File: src/rtl/mem_port_arbiter.sv
// mem_port_arbiter
//
// Shares a single downstream memory port between an instruction-fetch
// requester (read-only) and a data requester (read/write). A registered
// grant FSM allows at most one outstanding transfer; a watchdog aborts a
// transfer that waits too long for the memory to acknowledge.
//
// Optional feature macro: MEM_ARB_ROUND_ROBIN_EN
//   undefined : fixed priority, data requester wins every tie
//   defined   : on a tie the requester not served last wins; the
//               last-grant flag resets to "imem" so the first tie goes
//               to the data requester
//
// Parameters:
//   ADDR_WIDTH      address width of all ports
//   DATA_WIDTH      data width of all ports
//   TIMEOUT_CYCLES  BUSY cycles without mem_ack_i before the watchdog
//                   aborts the transfer; 0 disables the watchdog
//
// Ports:
//   clk_i, rst_i           clock (rising edge), synchronous active-high reset
//   imem_req_i/addr_i      fetch request, held until imem_ack_o
//   imem_rdata_o/ack_o     fetch read data and single-cycle completion
//   dmem_req_i/we_i/addr_i/wdata_i  data request, held until dmem_ack_o
//   dmem_rdata_o/ack_o     data read data and single-cycle completion
//   mem_req_o/we_o/addr_o/wdata_o   downstream request
//   mem_rdata_i/ack_i      downstream read data and single-cycle completion
//   err_o                  one-cycle pulse when the watchdog aborts

module mem_port_arbiter #(
  parameter int ADDR_WIDTH     = 32,
  parameter int DATA_WIDTH     = 32,
  parameter int TIMEOUT_CYCLES = 256
) (
  input  logic                  clk_i,
  input  logic                  rst_i,

  input  logic                  imem_req_i,
  input  logic [ADDR_WIDTH-1:0] imem_addr_i,
  output logic [DATA_WIDTH-1:0] imem_rdata_o,
  output logic                  imem_ack_o,

  input  logic                  dmem_req_i,
  input  logic                  dmem_we_i,
  input  logic [ADDR_WIDTH-1:0] dmem_addr_i,
  input  logic [DATA_WIDTH-1:0] dmem_wdata_i,
  output logic [DATA_WIDTH-1:0] dmem_rdata_o,
  output logic                  dmem_ack_o,

  output logic                  mem_req_o,
  output logic                  mem_we_o,
  output logic [ADDR_WIDTH-1:0] mem_addr_o,
  output logic [DATA_WIDTH-1:0] mem_wdata_o,
  input  logic [DATA_WIDTH-1:0] mem_rdata_i,
  input  logic                  mem_ack_i,

  output logic                  err_o
);

  typedef enum logic [1:0] {
    ST_IDLE   = 2'd0,
    ST_BUSY_I = 2'd1,
    ST_BUSY_D = 2'd2
  } state_t;

  // Counter is sized to hold TIMEOUT_CYCLES; a 1-bit stub keeps the
  // declaration legal when the watchdog is disabled.
  localparam bit WDOG_EN  = (TIMEOUT_CYCLES > 0);
  localparam int CNT_W    = WDOG_EN ? $clog2(TIMEOUT_CYCLES + 1) : 1;
  localparam int LAST_INT = WDOG_EN ? (TIMEOUT_CYCLES - 1) : 0;
  localparam logic [CNT_W-1:0] CNT_LAST = CNT_W'(LAST_INT);

  state_t           r_state;
  state_t           w_nextState;
  logic [CNT_W-1:0] r_cnt;

  logic w_busy;
  logic w_timeout;
  logic w_done;
  logic w_grantD;
  logic w_grantI;

  // The counter holds the number of completed BUSY cycles without an ack,
  // so the TIMEOUT_CYCLES-th BUSY cycle sees TIMEOUT_CYCLES-1. A real ack
  // in that same cycle wins over the abort.
  assign w_busy    = (r_state != ST_IDLE);
  assign w_timeout = WDOG_EN && w_busy && !mem_ack_i && (r_cnt == CNT_LAST);
  assign w_done    = w_busy && (mem_ack_i || w_timeout);

`ifdef MEM_ARB_ROUND_ROBIN_EN
  logic r_lastD;

  // On a tie the data side only wins if it was not the last one served.
  assign w_grantD = dmem_req_i && (!imem_req_i || !r_lastD);
`else
  assign w_grantD = dmem_req_i;
`endif
  assign w_grantI = imem_req_i && !w_grantD;

  // State register, watchdog counter and (optionally) the last-grant flag.
  // The counter sits at zero whenever the FSM is idle or finishing, which
  // makes it start from zero on every entry to BUSY.
  always_ff @(posedge clk_i) begin
    if (rst_i) begin
      r_state <= ST_IDLE;
      r_cnt   <= '0;
`ifdef MEM_ARB_ROUND_ROBIN_EN
      r_lastD <= 1'b0;
`endif
    end else begin
      r_state <= w_nextState;
      if (!w_busy || w_done || !WDOG_EN) begin
        r_cnt <= '0;
      end else begin
        r_cnt <= r_cnt + 1'b1;
      end
`ifdef MEM_ARB_ROUND_ROBIN_EN
      if (r_state == ST_IDLE && w_nextState != ST_IDLE) begin
        r_lastD <= (w_nextState == ST_BUSY_D);
      end
`endif
    end
  end

  // Next-state logic: grant from IDLE, return to IDLE on ack or abort.
  always_comb begin
    w_nextState = r_state;
    case (r_state)
      ST_IDLE: begin
        if (w_grantD) begin
          w_nextState = ST_BUSY_D;
        end else if (w_grantI) begin
          w_nextState = ST_BUSY_I;
        end
      end
      ST_BUSY_I, ST_BUSY_D: begin
        if (w_done) begin
          w_nextState = ST_IDLE;
        end
      end
      default: w_nextState = ST_IDLE;
    endcase
  end

  // Output mux. The downstream request is driven straight from the granted
  // requester's inputs. Acks are only forwarded while the requester still
  // holds its request, so a dropped request silently swallows the ack. An
  // aborted transfer acks with zero read data.
  always_comb begin
    mem_req_o    = 1'b0;
    mem_we_o     = 1'b0;
    mem_addr_o   = '0;
    mem_wdata_o  = '0;
    imem_ack_o   = 1'b0;
    imem_rdata_o = '0;
    dmem_ack_o   = 1'b0;
    dmem_rdata_o = '0;
    err_o        = w_timeout;
    case (r_state)
      ST_BUSY_I: begin
        mem_req_o  = 1'b1;
        mem_addr_o = imem_addr_i;
        if (imem_req_i) begin
          if (mem_ack_i) begin
            imem_ack_o   = 1'b1;
            imem_rdata_o = mem_rdata_i;
          end else if (w_timeout) begin
            imem_ack_o   = 1'b1;
          end
        end
      end
      ST_BUSY_D: begin
        mem_req_o   = 1'b1;
        mem_we_o    = dmem_we_i;
        mem_addr_o  = dmem_addr_i;
        mem_wdata_o = dmem_wdata_i;
        if (dmem_req_i) begin
          if (mem_ack_i) begin
            dmem_ack_o   = 1'b1;
            dmem_rdata_o = mem_rdata_i;
          end else if (w_timeout) begin
            dmem_ack_o   = 1'b1;
          end
        end
      end
      default: begin
      end
    endcase
  end

endmodule

File: config.mk
export PLATFORM = sky130hd
export DESIGN_NAME = mem_port_arbiter
export DESIGN_NICKNAME = d
export VERILOG_FILES = /design/src/rtl/mem_port_arbiter.sv
export SDC_FILE = /design/constraint.sdc
export NUM_CORES = 1
export LEC_CHECK = 0
export BUFFER_PORTS_ARGS = -buffer_cell sky130_fd_sc_hd__buf_2
export CAP_MARGIN = 30
export CORE_AREA = 8 8 97 99
export CTS_BUF_LIST = sky130_fd_sc_hd__clkbuf_4
export CTS_CLUSTER_DIAMETER = 50
export CTS_CLUSTER_SIZE = 8
export DETAILED_ROUTE_END_ITERATION = 10
export DIE_AREA = 0 0 105 107
export GPL_ROUTABILITY_DRIVEN = 0
export HOLD_SLACK_MARGIN = 0.02
export MAX_ROUTING_LAYER = met4
export PLACE_DENSITY = 0.66
export SLEW_MARGIN = 20
export SYNTH_ARGS = -nofsm -noshare
export SYNTH_HDL_FRONTEND = slang
export SYNTH_SLANG_ARGS = --single-unit
File: constraint.sdc
create_clock -name clk_i -period 2 [get_ports clk_i]
set_clock_uncertainty 0.2 [all_clocks]
set_input_delay 0.1 -clock clk_i [delete_from_list [all_inputs] [get_ports clk_i]]
set_output_delay 0.1 -clock clk_i [all_outputs]
set_load 0.03 [all_outputs]
==> results.sh <==
export IMPL_clk_pin_slew_ps=70
export IMPL_grt_pass1_vias=2837
export IMPL_coreArea_sq_um=7930
export IMPL_cts_root_buf="clkbuf_4"
export IMPL_cts_buffers=3
export IMPL_drtIter0Drc=69
export IMPL_crit_chain="inv_1 -> ha_2 -> buf_12 -> nor2b_1 -> buf_2"
export IMPL_cp_buffers_inverters=3
export IMPL_area_growth_pct=104
export IMPL_seqPwrFrac_pct=10.9
export IMPL_worst_setup_path_start_kind="flop"
export IMPL_antenna_found_initial=0
export IMPL_leakagePower_uw=0.00187
export IMPL_clockBufferDepth=2
export IMPL_synth_fp_nets=423
export IMPL_min_period_over_period_pct=95.4
export IMPL_arrival_ps=1610
export IMPL_cpLargestDelayFamily="buffers and inverters"
export IMPL_p_int_uw=1080
export IMPL_avgSynthCellArea_sq_um=5.84
export IMPL_wl_per_cell_um=14.2
export IMPL_avgViaCountPerCell=4.43
export IMPL_final_nets=683
export IMPL_hp_class="reg2reg"
export IMPL_die_height_um=107
export IMPL_drt_drc_violations_left=0
export IMPL_p_per_area_nw_per_um2=676
export IMPL_dr_pass1_iters=4
export IMPL_combPwrFrac_pct=81.6
export IMPL_worst_setup_path_end_kind="output port"
export IMPL_finalHoldViolations=0
export IMPL_switching_share_pct=53.0
export IMPL_ys_warn_count=0
export IMPL_fillers=850
export IMPL_die_w_um=105
export IMPL_synth_xor_area_share_pct=1.58
export IMPL_worstReg2RegStart="r_cnt[1]"
export IMPL_dieArea_sq_um=11200
export IMPL_clk_latency_ps=280
export IMPL_tns_ps=0
export IMPL_worstMarginPinSlew_ps=654
export IMPL_grt_max_degree=55
export IMPL_drv_slew=0
export IMPL_grt_overflow=0
export IMPL_ant_nets=0
export IMPL_io_pin_count=267
export IMPL_htreeDepth=1
export IMPL_synthMuxAreaShare_pct=0
export IMPL_synthCells=284
export IMPL_hold_ws_ps=298
export IMPL_crit_path_max_incr_delay_ps=370
export IMPL_crit_required_ps=1700
export IMPL_period_needed_ps=1910
export IMPL_antenna_cells=0
export IMPL_run_status="complete, no violations"
export IMPL_synth_compound_area_share_pct=18.3
export IMPL_synth_fa_ha_area_share_pct=3.77
export IMPL_slowest_stage="dfxtp_2"
export IMPL_synth_top_family_by_area="simple AND/OR/NAND/NOR gates"
export IMPL_critPathKind="reg2out"
export IMPL_synth_seq_area_share_pct=13.3
export IMPL_portBuffers=266
export IMPL_max_freq_mhz=524
export IMPL_crit_start="r_state[1]"
export IMPL_routed_wl_mm=9.19
export IMPL_initial_core_util_pct=20.9
export IMPL_maxCapViolations=0
export IMPL_synth_cell_types=27
export IMPL_grt_usage_pct=14.8
export IMPL_syn_area_sq_um=1660
export IMPL_drive_above_1_share_pct=60.0
export IMPL_cp_max_fo=37
export IMPL_dp_hpwl_mm=7.58
export IMPL_num_rows=33
export IMPL_tritoncts="built"
export IMPL_seqCellArea_sq_um=226
export IMPL_cts_sinks=11
export IMPL_hp_start="r_cnt[7]"
export IMPL_ir_worst_vdd_v=0.000326
export IMPL_multi_input_area_sq_um=1440
export IMPL_p_switching_uw=1220
export IMPL_clkPwrFrac_pct=7.4
export IMPL_synth_simple_area_share_pct=55.7
export IMPL_grt_pass1_wl_mm=13.8
export IMPL_relSlewSlack_pct=56.4
export IMPL_final_setup_viol_count=0
export IMPL_vias=2872
export IMPL_synth_seq_cells=11
## cells by family after synthesis
group | Yosys count
buffers and inverters | 31
AND/OR/NAND/NOR | 191
AO/OA/AOI/OAI | 43
flip-flops | 11
XOR/XNOR | 3
adder cells (fa/ha/maj) | 5
## layer usage
metal | track usage [%] | part of all wire, %
met5 | - | 0
met1 | 16.6 | 40
met2 | 27.1 | 54
met3 | 2.88 | 5.5
met4 | 2.04 | 0.64
## worst min-delay path: cells and delay by family (launching register included)
family | cells | cell delay, ps
AOI/OAI and AO/OA | 2 | 130
DFF | 1 | 330
## synth_stat cells
master      n  area (sq um)
or4_1       2          15.0
a21oi_1     4          20.0
nor4_1      1          6.26
a22oi_1    32           240
buf_2       4          20.0
nand4_1     1          6.26
ha_1        5          62.6
nor3b_1     1          7.51
nor2_1     72           270
o21ai_0     3          15.0
or3_1       3          18.8
o21bai_1    1          7.51
and2_1     34           213
nand3b_1    1          7.51
dfxtp_1    11           220
a31oi_1     2          12.5
clkbuf_1   18          67.6
nor2b_1    32           200
nand3_1     6          30.0
buf_1       4          15.0
or3b_2      1          8.76
xor2_1      2          17.5
a2bb2oi_1   1          8.76
nor3_1      1          5.00
nand2_1    36           135
inv_1       5          18.8
xnor2_1     1          8.76
## per-stage QoR
step | setup slack (ps) | instances | cell area [sq um] | power [uW] | util (%)
global route | -9.69 | 648 | 3390 | 2460 | 42.8
CTS | 16.4 | 646 | 3280 | 2220 | 41.4
finish | 92.7 | 648 | 3390 | 2290 | 42.8
global placement | 80.1 | 638 | 3210 | 2010 | 40.5
floorplan | 41.1 | 284 | 1740 | 1500 | -
detailed placement | 52.1 | 638 | 3210 | 2030 | 40.5
## worst paths after layout
kind | to | slack, ps | cells after the start
max | mem_addr_o[5] | 90 | 5
min | r_cnt[7] | 300 | 2
max reg2reg | r_cnt[6] | 100 | 6
min reg2reg | r_cnt[7] | 300 | 2
## cells in the final DEF (no fill, tap or decap), types with 3 or more instances in the layout
cell type and count:
buf_2 257, nor2_1 72, nand2_1 36, and2_1 34, a22oi_1 31, nor2b_2 30
buf_4 10, clkbuf_4 9, nand3_1 6, dfxtp_1 6, inv_1 5, dfxtp_2 5
buf_12 4, o21ai_0 3, or3_1 3, a21oi_1 3, ha_2 3, dlygate4sd3_1 3
## registers in the layout (all words and copies together) (netlist names)
signal / count
r_state: 2
r_cnt: 9
## what timing repair did
action                                  CTS  global route
endpoints found under the setup margin   34            70
resized for setup                         2            27
setup buffers                             1             1
hold endpoints to repair                  3             0
pin swaps                                 1             4
hold buffers                              3             0
gates cloned                              0             1
## power groups by stage
| stage | sequential [uW] | clock, uW | combinational (uW) |
|---|---|---|---|
| after floorplan | 247 | 0 | 1260 |
| final | 251 | 171 | 1870 |
| after detailed placement | 248 | 0 | 1780 |
| after CTS | 243 | 172 | 1800 |
| after global routing | 252 | 186 | 2020 |
| after global placement | 247 | 0 | 1760 |
## final cells by class
class,instances,area share [%]
multi-input cells,242,42.4
repair buffers,281,45.6
inverters,5,0.554
clock buffers,4,0.886
well taps,105,3.88
flip-flops and latches,11,6.68
(Power assumes the default switching activity.)
